<file path="src/rtl/fetch_pkg.sv">
// Shared types for the instruction-fetch queue: FSM state encoding and the
// {pc, instr} entry stored in the fetch FIFO.
package fetch_pkg;
    localparam int PC_W    = 5;
    localparam int INSTR_W = 32;

    typedef enum logic [1:0] {
        IDLE  = 2'd0,
        WAIT  = 2'd1,
        DRAIN = 2'd2
    } fetch_state_t;

    typedef struct packed {
        logic [PC_W-1:0]    pc;
        logic [INSTR_W-1:0] instr;
    } fetch_entry_t;
endpackage

</file>
<file path="src/rtl/fetch_queue_fifo.sv">
// Small synchronous FIFO of fetch entries. Clear has priority over push/pop.
// The head reads zero when the FIFO is empty.
module fetch_fifo
    import fetch_pkg::*;
#(
    parameter int DEPTH = 2,
    localparam int PTR_W = $clog2(DEPTH),
    localparam int CNT_W = $clog2(DEPTH + 1)
) (
    input  logic             clk,
    input  logic             rst,
    input  logic             push,
    input  logic             pop,
    input  logic             clear,
    input  fetch_entry_t     din,
    output logic [CNT_W-1:0] count,
    output fetch_entry_t     head
);
    fetch_entry_t     mem [DEPTH];
    logic [PTR_W-1:0] wr_ptr;
    logic [PTR_W-1:0] rd_ptr;
    logic             do_push;
    logic             do_pop;

    // Pointers wrap at DEPTH, which need not be a power of two.
    function automatic logic [PTR_W-1:0] wrap_inc(input logic [PTR_W-1:0] p);
        return (p == PTR_W'(DEPTH - 1)) ? '0 : p + 1'b1;
    endfunction

    assign do_push = push && !clear && (count != CNT_W'(DEPTH));
    assign do_pop  = pop && !clear && (count != '0);

    always_ff @(posedge clk or posedge rst) begin
        if (rst) begin
            wr_ptr <= '0;
            rd_ptr <= '0;
            count  <= '0;
        end else if (clear) begin
            wr_ptr <= '0;
            rd_ptr <= '0;
            count  <= '0;
        end else begin
            if (do_push) wr_ptr <= wrap_inc(wr_ptr);
            if (do_pop)  rd_ptr <= wrap_inc(rd_ptr);
            if (do_push && !do_pop)      count <= count + 1'b1;
            else if (do_pop && !do_push) count <= count - 1'b1;
        end
    end

    always_ff @(posedge clk) begin
        if (do_push) mem[wr_ptr] <= din;
    end

    assign head = (count != '0) ? mem[rd_ptr] : '0;
endmodule

</file>
<file path="src/rtl/fetch_queue.sv">
// Instruction-fetch stage: issues one memory request at a time from the PC,
// buffers {pc, instr} responses for decode, and drops in-flight work on a flush.
module fetch_queue
    import fetch_pkg::*;
#(
    parameter int ADD_WIDTH   = PC_W,
    parameter int INSTR_WIDTH = INSTR_W,
    parameter int DEPTH       = 2
) (
    input  logic                   Clk,
    input  logic                   Rst,
    input  logic [ADD_WIDTH-1:0]   PC_in,
    input  logic                   PC_Ready,
    input  logic                   Flush,
    output logic                   Stall_out,
    output logic                   Imem_Req,
    output logic [ADD_WIDTH-1:0]   Imem_Addr,
    input  logic                   Imem_Gnt,
    input  logic                   Imem_Rvalid,
    input  logic [INSTR_WIDTH-1:0] Imem_Rdata,
    output logic                   ID_Valid,
    output logic [INSTR_WIDTH-1:0] ID_Instr,
    output logic [ADD_WIDTH-1:0]   ID_PC,
    input  logic                   ID_Ready
);
    localparam int CNT_W = $clog2(DEPTH + 1);

    fetch_state_t         state;
    fetch_state_t         next_state;
    logic [ADD_WIDTH-1:0] pending_pc;
    logic [CNT_W-1:0]     count;
    fetch_entry_t         head;
    fetch_entry_t         din;
    logic                 outstanding;
    logic                 credit;
    logic                 grant;
    logic                 push;
    logic                 pop;

    assign outstanding = (state != IDLE);
    // Credit uses registered occupancy only; a same-cycle pop is not counted.
    assign credit = ({1'b0, count} + {{CNT_W{1'b0}}, outstanding}) < (CNT_W + 1)'(DEPTH);

    always_ff @(posedge Clk or posedge Rst) begin
        if (Rst) begin
            state      <= IDLE;
            pending_pc <= '0;
        end else begin
            state <= next_state;
            if (grant) pending_pc <= PC_in;
        end
    end

    always_comb begin
        next_state = state;
        case (state)
            IDLE:    if (grant) next_state = WAIT;
            WAIT:    if (Imem_Rvalid) next_state = grant ? WAIT : IDLE;
            DRAIN:   if (Imem_Rvalid) next_state = IDLE;
            default: next_state = IDLE;
        endcase
        // A response landing in the flush cycle retires the request, so there is nothing left to drain.
        if (Flush) begin
            next_state = ((outstanding && !Imem_Rvalid) || grant) ? DRAIN : IDLE;
        end
    end

    always_comb begin
        Imem_Req = 1'b0;
        if (!Rst && !Flush && PC_Ready && credit &&
            (state == IDLE || (state == WAIT && Imem_Rvalid))) begin
            Imem_Req = 1'b1;
        end
        grant     = Imem_Req && Imem_Gnt;
        Stall_out = !(grant || Flush);
        push      = (state == WAIT) && Imem_Rvalid && !Flush;
        pop       = ID_Valid && ID_Ready && !Flush;
    end

    assign din = '{pc: PC_W'(pending_pc), instr: INSTR_W'(Imem_Rdata)};

    fetch_fifo #(.DEPTH(DEPTH)) u_fifo (
        .clk   (Clk),
        .rst   (Rst),
        .push  (push),
        .pop   (pop),
        .clear (Flush),
        .din   (din),
        .count (count),
        .head  (head)
    );

    assign Imem_Addr = PC_in;
    assign ID_Valid  = (count != '0);
    assign ID_Instr  = INSTR_WIDTH'(head.instr);
    assign ID_PC     = ADD_WIDTH'(head.pc);
endmodule

</file>
<file path="config.mk">
export PLATFORM = sky130hd
export DESIGN_NAME = fetch_queue
export DESIGN_NICKNAME = d
export VERILOG_FILES = /design/src/rtl/fetch_pkg.sv /design/src/rtl/fetch_queue_fifo.sv /design/src/rtl/fetch_queue.sv
export SDC_FILE = /design/constraint.sdc
export NUM_CORES = 1
export LEC_CHECK = 0
export CAP_MARGIN = 10
export CORE_MARGIN = 3
export CORE_UTILIZATION = 44
export DETAILED_ROUTE_END_ITERATION = 16
export MAX_ROUTING_LAYER = met4
export PLACE_DENSITY_LB_ADDON = 0.25
export SYNTH_ARGS = -nofsm -noshare
export SYNTH_HDL_FRONTEND = slang
export SYNTH_SLANG_ARGS = --single-unit
</file>
<file path="constraint.sdc">
create_clock -name Clk -period 3.3 [get_ports Clk]
set_input_delay 0.825 -clock Clk [delete_from_list [all_inputs] [get_ports Clk]]
set_output_delay 0.825 -clock Clk [all_outputs]
set_load 0.005 [all_outputs]
</file>
After elaboration in Yosys (flattened, before gate mapping)
Memories as Yosys holds them, arrays and structs flattened.
Cells that the tools add are included.
Word-level totals
  output and inout bits: 45
  RAM bits: 74
  latch bits: 0
  input port bits: 44
  word-level logic and storage cells: 70
  register bits after elaboration: 11
  memories: 1
  memory bits (read-only): 0
Operators by class
  add/sub/neg operators: 5
  magnitude comparators: 1
  reductions and logical operators: 32
  shift-type cells: 0
  equality and inequality tests: 6
  $mul: 0
  mux-type cells: 20
  divide/modulo/power cells: 0
  bitwise gates (word level): 0
Memory list
  u_fifo.mem: depth 2, width 37, read ports 1, clocked after memory_dff 0, write ports 1, RTL line fetch_queue_fifo.sv:19  | fetch_entry_t mem [DEPTH];
Operators with widths (number)
  2-to-1 mux 37 bit: 1
  logical AND 1 bit: 16
  2-to-1 mux 2 bit: 8
  2-to-1 mux 1 bit: 10
  != test 3 bit (second input constant): 3
  nonzero test 2 bit: 4
  logical NOT 1 bit: 6
  case mux 2 bit (3 select lines): 1
  adder 2 x 1 -> 3 bit: 1
  logical OR 1 bit: 3
  less-than comparator 3 x 2 -> 1 bit (second input constant): 1
  AND reduction 3 bit: 1
  nonzero test 3 bit: 1
  adder 1 bit (second input constant): 2
  adder 2 x 1 -> 2 bit (second input constant): 1
  equality test 2 x 1 -> 1 bit (second input constant): 1
  equality test 2 bit (second input constant): 1
  logical NOT 2 bit: 1
  != test 2 bit (second input constant): 1
  subtractor 2 x 1 -> 2 bit (second input constant): 1

Logic depth before layout (Yosys ltp)
  word-level depth: 11
  mapped depth: 5
  mapped depth without buffers: 3

Cells and area by module
Synthesis repeated with hierarchy kept, for this count alone.
Second synthesis, totals
  cells, all modules: 212
  area, all modules: 3394.5 µm²
By module, submodules not included
  fetch_fifo: times used 1, cells an instance 180, area an instance 3007.9 µm², sequential area each 2322.2 µm²
  fetch_queue: times used 1, cells an instance 32, area an instance 386.6 µm², sequential area each 175.2 µm²

Worst setup path after synthesis
Ideal clock, no wire load.
  kind: input port to flip-flop
  from: input port Flush
  to: memory u_fifo.mem[0][0] (netlist name), enable pin
  data required time: 2.869 ns
  buffers on the path: 1
  setup time: 0.431 ns
  stages: 4
  data arrival time: 3.522 ns
  slack: -0.653 ns
  cell sequence: clkbuf_1 nor4bb_1 o21ai_0 nor2_1
Between the ends
  longest elaborated chain between the ends: 6
Ends and longest elaborated chain
  from (decl): RTL line fetch_queue.sv:14  | input logic Flush,
  logical NOT 1 bit (*): RTL line fetch_queue_fifo.sv:30, fetch_queue.sv:76
  logical AND 1 bit: RTL line fetch_queue.sv:76  | push = (state == WAIT) && Imem_Rvalid && !Flush;
  logical AND 1 bit (*) (2 in a row): RTL line fetch_queue_fifo.sv:30  | assign do_push = push && !clear && (count != CNT_W'(DEPTH));
  2-to-1 mux 1 bit (*): RTL line fetch_queue_fifo.sv:51  | if (do_push) mem[wr_ptr] <= din;
  2-to-1 mux 1 bit (not written as such) (*): RTL line fetch_queue_fifo.sv:51
  to (decl): RTL line fetch_queue_fifo.sv:19
Every way passes the cells marked *; elsewhere a longest branch is shown, timed or not.

Worst setup path after layout
  from: input port Flush
  to: output port Imem_Req
Between the ends
  longest elaborated chain between the ends: 6
Ends and longest elaborated chain
  logical NOT 1 bit: RTL line fetch_queue.sv:70  | if (!Rst && !Flush && PC_Ready && credit &&
  logical AND 1 bit (4 in a row): RTL line fetch_queue.sv:70
  2-to-1 mux 1 bit: RTL line fetch_queue.sv:70
  to (decl): RTL line fetch_queue.sv:16  | output logic Imem_Req,
Every way passes these cells.

==> results.cfg <==
[global_route]
grt_max_degree = 22
antenna_found_initial = 0
grt_pass1_vias = 1991
gr-usage-all-layers = 0.145
gr-total-overflow = 0
grt_pass1_wl_mm = 9.36

[status]
status = finished clean

[logic_synthesis]
ys_warn_count = 0
ys.flop_type = edfxtp_1
synth_cells = 215
synth_cell_types = 23
ys_ff_latch = 85
synth_nets = 259
yosys-top-cells-area = edfxtp_1 65%, mux2i_1 12%, dfrtp_1 8.1%, nor2_1 5.1%, mux2_2 2.3%
synth_common_cells = 74 x edfxtp_1, 46 x nor2_1, 40 x mux2i_1, 11 x dfrtp_1
yosysSeqAreaShare = 0.735
yosysMostFrequentCell = edfxtp_1
synth_top_cell_by_area = edfxtp_1
async_flop_share = 0.129
synth.avg_cell_area_um2 = 15.8
synth.top_cell.area_share = 0.654
synth_edf_count = 74
synth_area_mm2 = 0.00340

[setup_path]
path_max_fanout = 2
critPathMaxStageDelay_ns = 0.58
cp.depth = 5
crit_family = buffers and inverters
crit_type = primary input to primary output
critPathCaptureType = primary output
worstPathArrival_ns = 2.41
crit_buf_inv = 3
reg2reg_depth = 4
cp_slowest_cell = or4b_4
worstPathRequired_ns = 2.47
path_cells = clkdlybuf4s50_1 -> or4b_4 -> buf_4 -> a211oi_1 -> clkdlybuf4s15_1
critPathLaunchType = primary input

[pwr]
switching_share = 0.211
clkPwrFrac = 0.326
power_switching_uw = 417
p_total_uw = 1970
pwr-share-seq = 0.613
leakagePower_uw = 0.00153
combPwrFrac = 0.061
ir_worst_vdd_mv = 0.249
p_per_area_mw_per_mm2 = 426
internal-power_uw = 1560

[routing]
vias = 1987
drt_iter0_drc = 91
avgRoutedWirePerCell_um = 14.4
ant_nets = 0
via_per_inst = 4.76
wl_mm = 5.99
drc = 0
dr.pass1.iters = 4

[layout]
nets = 357
fill_cells = 576
drive_above_1_share = 0.138
antennaDiodeCount = 0
syn2layout_area_growth_pct = 36.4

[sta]
period_share = 0.981
drv_slew = 0
setup_tns_ns = 0
tightest_slew_ns = 0.822
setup_violations = 0
rsz0062_at_grt = no
timing_hold_violations_final = 0
hold-worst-slack_ns = 0.472
period_needed_ns = 3.24
max_freq_ghz = 0.309
skew_ns = 0.00389
relSlewSlack = 0.446
setup_ws_ns = 0.0643

[place]
gp_congestion = 0.706
place_ws_ns = -0.291
hpwl_mm = 4.06
io_buffer_count = 88

[die]
pin_count = 89
initial_core_util = 0.461
die_w_um = 93.9
die_area_mm2 = 0.00881
rows = 31
core_mm2 = 0.00737
dieHeight_um = 93.9

[cts]
cts.path.max_buffers = 2
cts_tree = done
clkSinkCount = 85
numCtsBuffers = 9
clkLatencyLatePin_ns = 0.34
cts_setup_buffers = 0
h-tree-depth = 3
cts-root-buf = clkbuf_8
path_clk_slew_ns = 0.08
hold_buffers = 0

[job]
maxCapViolations = 0

[min_path]
min_path_cells = 0
hp-class = flip-flop to flip-flop
flip-flops by register name, indices dropped and copies added (netlist names):
signal,count
pending_pc,5
state,2
u_fifo.count,2
u_fifo.mem,74
u_fifo.rd_ptr,1
u_fifo.wr_ptr,1
routing by layer:
layer | routed length, um | GRT usage
met1 | 2590 | 0.173
met2 | 3020 | 0.235
met3 | 318 | 0.0393
met4 | 61 | 0.0578
met5 | 0 | -
kinds of logic (layout without fill, tap and decap cells):
kind of cell,after synthesis,after routing,share of synthesized area
multiplexers,47,47,0.141
AO/OA/AOI/OAI,9,9,0.0251
XOR/XNOR,1,1,0.00258
flip-flops,85,85,0.735
AND/OR/NAND/NOR,53,53,0.0678
buffers and inverters,20,123,0.0280
through the flow:
stage / instances / cell area, um^2 / util
after floorplan: 215 / 3400 / -
after global placement: 401 / 4450 / 0.604
after detailed placement: 401 / 4450 / 0.604
after CTS: 417 / 4630 / 0.628
after global routing: 417 / 4630 / 0.628
final: 417 / 4630 / 0.628
area by class of cell:
| type | count | area (um^2) | area share |
|---|---|---|---|
| timing repair buffer | 102 | 985 | 0.213 |
| inverter | 5 | 18.8 | 0.00405 |
| multi-input combinational | 110 | 830 | 0.179 |
| sequential | 85 | 2500 | 0.540 |
| clock inverter | 6 | 47.5 | 0.0103 |
| clock buffer | 10 | 128 | 0.0276 |
| tap | 99 | 124 | 0.0267 |
final timing paths:
check / from / end / slack, ns
min: pending_pc[4]$_DFFE_PP0P_ / u_fifo.mem[0][36]$_DFFE_PP_ / 0.47
max reg2reg: state[1]$_DFFE_PP0P_ / u_fifo.mem[0][15]$_DFFE_PP_ / 1.26
min in group asynchronous: Rst / state[0]$_DFFE_PP0P_ / 0.81
min reg2reg: pending_pc[4]$_DFFE_PP0P_ / u_fifo.mem[0][36]$_DFFE_PP_ / 0.47
max: Flush / Imem_Req / 0.06
max in group asynchronous: Rst / u_fifo.rd_ptr$_DFFE_PP0P_ / 2.16
cell usage in the layout (no fill, tap or decap), drive strengths merged:
cell type      count
or4b               1
clkdlybuf4s50     86
nor4b              1
a2111oi            1
o21ai              3
mux2i             40
clkinvlp           1
o21ba              1
clkbuf            10
inv                7
nor2              46
a41oi              1
nor4bb             1
edfxtp            74
nand2b             2
or2b               1
a211oi             2
clkinv             3
xor2               1
clkdlybuf4s15      1
mux2               7
buf               14
dlygate4sd2        1
dfrtp             11
nor3b              1
a22o               1
power by group through the flow:
| stage | clock [uW] | combinational (uW) | sequential [uW] |
|---|---|---|---|
| floorplan | 0 | 42.6 | 1230 |
| global placement | 0 | 119 | 1230 |
| detailed placement | 0 | 122 | 1230 |
| CTS | 666 | 123 | 1210 |
| global route | 720 | 132 | 1210 |
| finish | 643 | 121 | 1210 |
timing repair:
item,in CTS,in global routing
setup endpoints to repair,2,1
pin swaps,2,0
resized for setup,3,1
Power figures use the tool's default switching activity.
